--- src/rtl/alu_pkg.sv ---
// Shared ALU control codes, ARM data-processing opcodes and sequencer state encoding.
package alu_pkg;

   localparam logic [3:0] ALU_ADD  = 4'd0;
   localparam logic [3:0] ALU_SUB  = 4'd1;
   localparam logic [3:0] ALU_CMP  = 4'd2;
   localparam logic [3:0] ALU_PASS = 4'd3;
   localparam logic [3:0] ALU_MUL  = 4'd4;
   localparam logic [3:0] ALU_ORR  = 4'd7;
   localparam logic [3:0] ALU_AND  = 4'd8;
   localparam logic [3:0] ALU_SHL  = 4'd15;

   localparam logic [3:0] OPC_AND = 4'b0000;
   localparam logic [3:0] OPC_SUB = 4'b0010;
   localparam logic [3:0] OPC_ADD = 4'b0100;
   localparam logic [3:0] OPC_CMP = 4'b1010;
   localparam logic [3:0] OPC_ORR = 4'b1100;
   localparam logic [3:0] OPC_MOV = 4'b1101;

   typedef enum logic [1:0] {
      ST_IDLE,
      ST_DECODE,
      ST_EXEC,
      ST_WB
   } seq_state_e;

endpackage

--- src/rtl/alu_op_sequencer_if.sv ---
// Issue handshake, register-file ports and ALU ports of the op sequencer.
interface alu_op_sequencer_if #(
   parameter int DATA_W = 32,
   parameter int REG_AW = 4
);
   logic              instrValid;
   logic              instrReady;
   logic [31:0]       instr;
   logic [REG_AW-1:0] rnAddr;
   logic [REG_AW-1:0] rmAddr;
   logic [DATA_W-1:0] rnData;
   logic [DATA_W-1:0] rmData;
   logic [DATA_W-1:0] aluIn1;
   logic [DATA_W-1:0] aluIn2;
   logic [3:0]        aluCtrl;
   logic [DATA_W-1:0] aluOut;
   logic              aluZr;
   logic              aluNeg;
   logic              wrEn;
   logic [REG_AW-1:0] wrAddr;
   logic [DATA_W-1:0] wrData;
   logic              flagZ;
   logic              flagN;
   logic              done;
   logic              illegal;

   // master: issue stage, register file and ALU; slave: the sequencer
   modport master (
      output instrValid, instr, rnData, rmData, aluOut, aluZr, aluNeg,
      input  instrReady, rnAddr, rmAddr, aluIn1, aluIn2, aluCtrl,
             wrEn, wrAddr, wrData, flagZ, flagN, done, illegal
   );

   modport slave (
      input  instrValid, instr, rnData, rmData, aluOut, aluZr, aluNeg,
      output instrReady, rnAddr, rmAddr, aluIn1, aluIn2, aluCtrl,
             wrEn, wrAddr, wrData, flagZ, flagN, done, illegal
   );
endinterface

--- src/rtl/alu_op_decode.sv ---
// Combinational decode of an ARM data-processing word into ALU control and legality.
module alu_op_decode
   import alu_pkg::*;
(
   input  logic [31:0] instr,
   output logic [3:0]  alu_code,
   output logic        use_imm,
   output logic        writes_rd,
   output logic        illegal
);
   logic known;
   logic unused_bits;

   // cond, S, Rn and operand-2 payload do not affect decode
   assign unused_bits = ^{instr[31:28], instr[20:16], instr[7:0]};

   always_comb begin
      alu_code = ALU_PASS;
      known    = 1'b1;
      case (instr[24:21])
         OPC_AND: alu_code = ALU_AND;
         OPC_SUB: alu_code = ALU_SUB;
         OPC_ADD: alu_code = ALU_ADD;
         OPC_CMP: alu_code = ALU_CMP;
         OPC_ORR: alu_code = ALU_ORR;
         OPC_MOV: alu_code = ALU_PASS;
         default: known    = 1'b0;
      endcase
      use_imm   = instr[25];
      writes_rd = (instr[24:21] != OPC_CMP);
      illegal   = !known
               || (instr[27:26] != 2'b00)
               || (instr[25] && (instr[11:8] != 4'd0))
               || (writes_rd && (instr[15:12] == 4'hF));
   end

endmodule

--- src/rtl/alu_op_sequencer.sv ---
// Four-state sequencer: accept, read operands, drive the ALU, write back or harvest CMP flags.
module alu_op_sequencer
   import alu_pkg::*;
#(
   parameter int DATA_W = 32,
   parameter int REG_AW = 4
) (
   input logic clock,
   input logic reset,
   alu_op_sequencer_if.slave bus
);
   seq_state_e        state;
   logic [31:0]       instr_q;
   logic [3:0]        dec_code;
   logic              dec_imm;
   logic              dec_wr;
   logic              dec_illegal;
   logic [DATA_W-1:0] op2_sel;

   alu_op_decode u_decode (
      .instr     (instr_q),
      .alu_code  (dec_code),
      .use_imm   (dec_imm),
      .writes_rd (dec_wr),
      .illegal   (dec_illegal)
   );

   assign op2_sel = dec_imm ? DATA_W'(instr_q[7:0]) : bus.rmData;

   // Instruction word is held from accept until the next accept; no reset needed.
   always_ff @(posedge clock) begin
      if (state == ST_IDLE && bus.instrValid) begin
         instr_q <= bus.instr;
      end
   end

   always_ff @(posedge clock) begin
      if (reset) begin
         state          <= ST_IDLE;
         bus.instrReady <= 1'b1;
         bus.rnAddr     <= '0;
         bus.rmAddr     <= '0;
         bus.aluIn1     <= '0;
         bus.aluIn2     <= '0;
         bus.aluCtrl    <= ALU_PASS;
         bus.wrEn       <= 1'b0;
         bus.wrAddr     <= '0;
         bus.wrData     <= '0;
         bus.flagZ      <= 1'b0;
         bus.flagN      <= 1'b0;
         bus.done       <= 1'b0;
         bus.illegal    <= 1'b0;
      end else begin
         bus.aluIn1  <= '0;
         bus.aluIn2  <= '0;
         bus.aluCtrl <= ALU_PASS;
         bus.wrEn    <= 1'b0;
         bus.wrAddr  <= '0;
         bus.wrData  <= '0;
         bus.done    <= 1'b0;
         bus.illegal <= 1'b0;
         case (state)
            ST_IDLE: begin
               if (bus.instrValid) begin
                  state          <= ST_DECODE;
                  bus.instrReady <= 1'b0;
                  bus.rnAddr     <= bus.instr[19:16];
                  bus.rmAddr     <= bus.instr[3:0];
               end
            end
            ST_DECODE: begin
               bus.rnAddr <= '0;
               bus.rmAddr <= '0;
               if (dec_illegal) begin
                  state       <= ST_WB;
                  bus.done    <= 1'b1;
                  bus.illegal <= 1'b1;
               end else begin
                  state       <= ST_EXEC;
                  bus.aluIn1  <= bus.rnData;
                  bus.aluIn2  <= op2_sel;
                  bus.aluCtrl <= dec_code;
               end
            end
            ST_EXEC: begin
               state    <= ST_WB;
               bus.done <= 1'b1;
               if (dec_wr) begin
                  bus.wrEn   <= 1'b1;
                  bus.wrAddr <= instr_q[15:12];
                  bus.wrData <= bus.aluOut;
               end
            end
            ST_WB: begin
               state          <= ST_IDLE;
               bus.instrReady <= 1'b1;
               // ALU flag register was updated at the end of the CMP EXEC cycle
               if (!bus.illegal && !dec_wr) begin
                  bus.flagZ <= bus.aluZr;
                  bus.flagN <= bus.aluNeg;
               end
            end
            default: begin
               state          <= ST_IDLE;
               bus.instrReady <= 1'b1;
            end
         endcase
      end
   end

endmodule
--- src/flat_wrapper.sv ---
// flat-port wrapper written by rule: the top's interface ports become plain ports
module alu_op_sequencer_flat import alu_pkg::*;
#(
   parameter int DATA_W = 32,
   parameter int REG_AW = 4
)
  (clock, reset, bus_instrValid, bus_instr, bus_rnData, bus_rmData, bus_aluOut, bus_aluZr, bus_aluNeg, bus_instrReady, bus_rnAddr, bus_rmAddr, bus_aluIn1, bus_aluIn2, bus_aluCtrl, bus_wrEn, bus_wrAddr, bus_wrData, bus_flagZ, bus_flagN, bus_done, bus_illegal);
  alu_op_sequencer_if #(.DATA_W(DATA_W), .REG_AW(REG_AW)) bus_i ();
  input logic clock;
  input logic reset;
  input wire logic [$bits(bus_i.instrValid)-1:0] bus_instrValid;
  input wire logic [$bits(bus_i.instr)-1:0] bus_instr;
  input wire logic [$bits(bus_i.rnData)-1:0] bus_rnData;
  input wire logic [$bits(bus_i.rmData)-1:0] bus_rmData;
  input wire logic [$bits(bus_i.aluOut)-1:0] bus_aluOut;
  input wire logic [$bits(bus_i.aluZr)-1:0] bus_aluZr;
  input wire logic [$bits(bus_i.aluNeg)-1:0] bus_aluNeg;
  output wire logic [$bits(bus_i.instrReady)-1:0] bus_instrReady;
  output wire logic [$bits(bus_i.rnAddr)-1:0] bus_rnAddr;
  output wire logic [$bits(bus_i.rmAddr)-1:0] bus_rmAddr;
  output wire logic [$bits(bus_i.aluIn1)-1:0] bus_aluIn1;
  output wire logic [$bits(bus_i.aluIn2)-1:0] bus_aluIn2;
  output wire logic [$bits(bus_i.aluCtrl)-1:0] bus_aluCtrl;
  output wire logic [$bits(bus_i.wrEn)-1:0] bus_wrEn;
  output wire logic [$bits(bus_i.wrAddr)-1:0] bus_wrAddr;
  output wire logic [$bits(bus_i.wrData)-1:0] bus_wrData;
  output wire logic [$bits(bus_i.flagZ)-1:0] bus_flagZ;
  output wire logic [$bits(bus_i.flagN)-1:0] bus_flagN;
  output wire logic [$bits(bus_i.done)-1:0] bus_done;
  output wire logic [$bits(bus_i.illegal)-1:0] bus_illegal;
  assign bus_i.instrValid = bus_instrValid;
  assign bus_i.instr = bus_instr;
  assign bus_i.rnData = bus_rnData;
  assign bus_i.rmData = bus_rmData;
  assign bus_i.aluOut = bus_aluOut;
  assign bus_i.aluZr = bus_aluZr;
  assign bus_i.aluNeg = bus_aluNeg;
  assign bus_instrReady = bus_i.instrReady;
  assign bus_rnAddr = bus_i.rnAddr;
  assign bus_rmAddr = bus_i.rmAddr;
  assign bus_aluIn1 = bus_i.aluIn1;
  assign bus_aluIn2 = bus_i.aluIn2;
  assign bus_aluCtrl = bus_i.aluCtrl;
  assign bus_wrEn = bus_i.wrEn;
  assign bus_wrAddr = bus_i.wrAddr;
  assign bus_wrData = bus_i.wrData;
  assign bus_flagZ = bus_i.flagZ;
  assign bus_flagN = bus_i.flagN;
  assign bus_done = bus_i.done;
  assign bus_illegal = bus_i.illegal;
  alu_op_sequencer #(.DATA_W(DATA_W), .REG_AW(REG_AW)) u_core (.clock(clock), .reset(reset), .bus(bus_i));
endmodule
--- config.mk ---
export PLATFORM = sky130hd
export DESIGN_NAME = alu_op_sequencer_flat
export DESIGN_NICKNAME = d
export VERILOG_FILES = /design/src/rtl/alu_pkg.sv /design/src/rtl/alu_op_sequencer_if.sv /design/src/rtl/alu_op_decode.sv /design/src/rtl/alu_op_sequencer.sv /design/src/flat_wrapper.sv
export SDC_FILE = /design/constraint.sdc
export NUM_CORES = 1
export LEC_CHECK = 0
export CORE_UTILIZATION = 35
export DETAILED_ROUTE_END_ITERATION = 8
export GPL_ROUTABILITY_DRIVEN = 0
export PLACE_DENSITY_LB_ADDON = 0.1
export SLEW_MARGIN = 10
export SYNTH_ARGS = -nofsm -noshare
export SYNTH_HDL_FRONTEND = slang
export SYNTH_HIERARCHICAL = 1
export SYNTH_SLANG_ARGS = --single-unit
export TNS_END_PERCENT = 20
--- constraint.sdc ---
create_clock -name clock -period 1.8 [get_ports clock]
set_input_delay 0.36 -clock clock [delete_from_list [all_inputs] [get_ports clock]]
set_output_delay 0.36 -clock clock [all_outputs]
set_load 0.005 [all_outputs]
==> flow_summary.json <==
{
  "outcome": "complete, but fails checks",
  "violations": "setup timing",
  "dieArea_um2": 12930,
  "cts_sinks": 143,
  "fmax_mhz": 518.5,
  "cp-end-kind": "flip-flop",
  "dp.cells": 746,
  "die_height_um": 113.7,
  "critPathMaxStageDelay_ns": 0.49,
  "antennaDiodeCount": 0,
  "fin_tns_setup_ns": -5.906,
  "die_w_um": 113.7,
  "finalMaxSlewViolations": 0,
  "setup_viol": 68,
  "rows": 40,
  "gr-usage-all-layers_pct": 16.47,
  "layout-drive-gt1-share_pct": 9.446,
  "post_drt_wl_per_cell_um": 13.53,
  "start_util_pct": 36.07,
  "clock_tree.root_cell": "clkbuf_16",
  "dpl_worst_slack_ns": -0.2527,
  "dr.pass1.iters": 4,
  "rsz0062_at_grt": "yes",
  "period_share_pct": 107.2,
  "drt-total-wl_um": 10580,
  "dp_hpwl_um": 7751,
  "powerDensity_nw_per_um2": 1110,
  "min_period_ns": 1.929,
  "drt_iter0_markers": 100,
  "ir_worst_vdd_uv": 616.3,
  "clock_latency_ns": 0.40,
  "grt_pass1_wl_um": 15890,
  "syn_inst": 334,
  "r2r_end": "u_core/bus.aluIn2[25]",
  "min_from": "u_core/bus.rnAddr[0]",
  "holdPathEnd": "u_core/bus.rnAddr[0]",
  "finalNonFillerCells": 782,
  "cts_tree": "done",
  "clockBufferDepth": 2,
  "relSlewSlack_pct": 74.32,
  "antenna_left": 0,
  "syn_area_per_cell_um2": 13.08,
  "cts.hold.buffers_added": 0,
  "setup_ws_ns": -0.1288,
  "crit_fanout": 6,
  "synth_area_um2": 4369,
  "cap_violations": 0,
  "yosysWarnings": 6,
  "r2r_cells": 6,
  "cts_inserted_buffers": 17,
  "crit_required_ns": 2.15,
  "vias": 3293,
  "h-tree-depth": 4,
  "core_area_um2": 12110,
  "io_buffers": 245,
  "hp-class": "flip-flop to flip-flop",
  "grt_max_degree": 38,
  "finClkSkew_ns": 0.006924,
  "clk_pin_slew_ns": 0.06,
  "worstSetupPathType": "flip-flop to flip-flop",
  "area_growth_syn_to_layout_pct": 77.58,
  "reg2reg_from": "u_core/instr_q[9]",
  "min_path_cells": 2,
  "rrSetupSlack_ns": -0.13,
  "hold_slack_ns": 0.4553,
  "synth_fp_nets": 472,
  "power_leakage_nw": 3.035,
  "hold_viol_final": 0,
  "cp_slowest_cell": "or3b_4",
  "overflow": 0,
  "boundaryPins": 251,
  "critPathArrivalTime_ns": 2.28,
  "first_global_vias": 3303,
  "path_cells": "o41ai_2 > buf_4 > nand4_1 > or3b_4 > nor2_4 > and2_4",
  "drc": 0,
  "final_nets": 739,
  "antenna_found_initial": 0,
  "worst_pin_slew_ns": 0.3843,
  "finalPower_mw": 8.614,
  "start_kind": "flip-flop",
  "viasPerCell": 4.211
}
layout make-up:
type,instances,area [um^2]
Sequential cell,143,3093
Clock inverter,10,130.1
Clock buffer,22,485.5
Tap cell,168,210.2
Fill cell,982,4353
Inverter,2,7.507
Timing Repair Buffer,261,2610
Multi-Input combinational cell,176,1222
report_power, final:
| part | total, mW | switching (mW) | internal (mW) | leakage [nW] |
|---|---|---|---|---|
| Combinational | 1.37 | 0.528 | 0.840 | 1.54 |
| Sequential | 3.68 | 0.110 | 3.57 | 1.19 |
| Clock | 3.57 | 1.24 | 2.33 | 0.310 |
worst max path at each step:
stage	startpoint	endpoint	slack (ns)	depth (start not counted)
detailed placement	u_core/instr_q[9]	u_core/bus.aluIn2[10]	-0.25	6
floorplan	u_core/instr_q[22]	u_core/bus.aluIn2[11]	-0.15	9
global placement	u_core/instr_q[9]	u_core/bus.aluIn2[25]	-0.20	6
global route	u_core/instr_q[9]	u_core/bus.aluIn2[17]	-0.22	6
finish	u_core/instr_q[9]	u_core/bus.aluIn2[25]	-0.13	6
CTS	u_core/instr_q[9]	u_core/bus.aluIn2[23]	-0.14	6
routing by layer:
metal  vias up  global-route usage [%]  share of wire (%)
li1       1634                       -                  -
met5         -                       0                  0
met3        17                   5.951                6.9
met4         0                   8.772                2.4
met1      1502                   17.20                 39
met2       140                   28.90                 52
critical path: cells and delay by family (launching register included):
| family | cells | cell delay, ns |
|---|---|---|
| buffers and inverters | 1 | 0.16 |
| AND/OR/NAND/NOR | 4 | 0.97 |
| flip-flops | 1 | 0.38 |
| AO/OA/AOI/OAI | 1 | 0.37 |
placed cells by master, fill, tap and decap left out, types with 4 or more instances in the layout:
cell type and instances:
a22oi_1 7, and2_1 92, buf_4 13, clkbuf_16 18, clkdlybuf4s50_1 245, clkinv_2 5
dfxtp_1 120, edfxtp_1 23, ha_1 5, mux2i_1 12, nand2b_1 4, nor2_1 21
registers in the layout, indices dropped and copies added (netlist names):
register,count
u_core/bus.flagN,1
u_core/bus.aluIn2,32
u_core/bus.aluIn1,32
u_core/bus.wrData,32
u_core/instr_q,23
u_core/bus.aluCtrl,4
u_core/bus.flagZ,1
u_core/bus.illegal,1
u_core/state,2
u_core/bus.wrAddr,4
u_core/bus.rnAddr,4
u_core/bus.wrEn,1
u_core/bus.instrReady,1
u_core/bus.rmAddr,4
u_core/bus.done,1
metrics by stage:
stage	cell area, um^2	utilization, %
finish	7759	64.06
global route	7759	64.06
CTS	7744	63.94
detailed placement	7078	58.44
global placement	7078	58.44
floorplan	4369	-
timing repair:
item	4_1_cts	5_1_grt
buffers inserted	0	1
setup endpoints to repair	68	69
pin swaps	11	9
resized for setup	4	3
cloned	3	0
(Power assumes the default switching activity.)
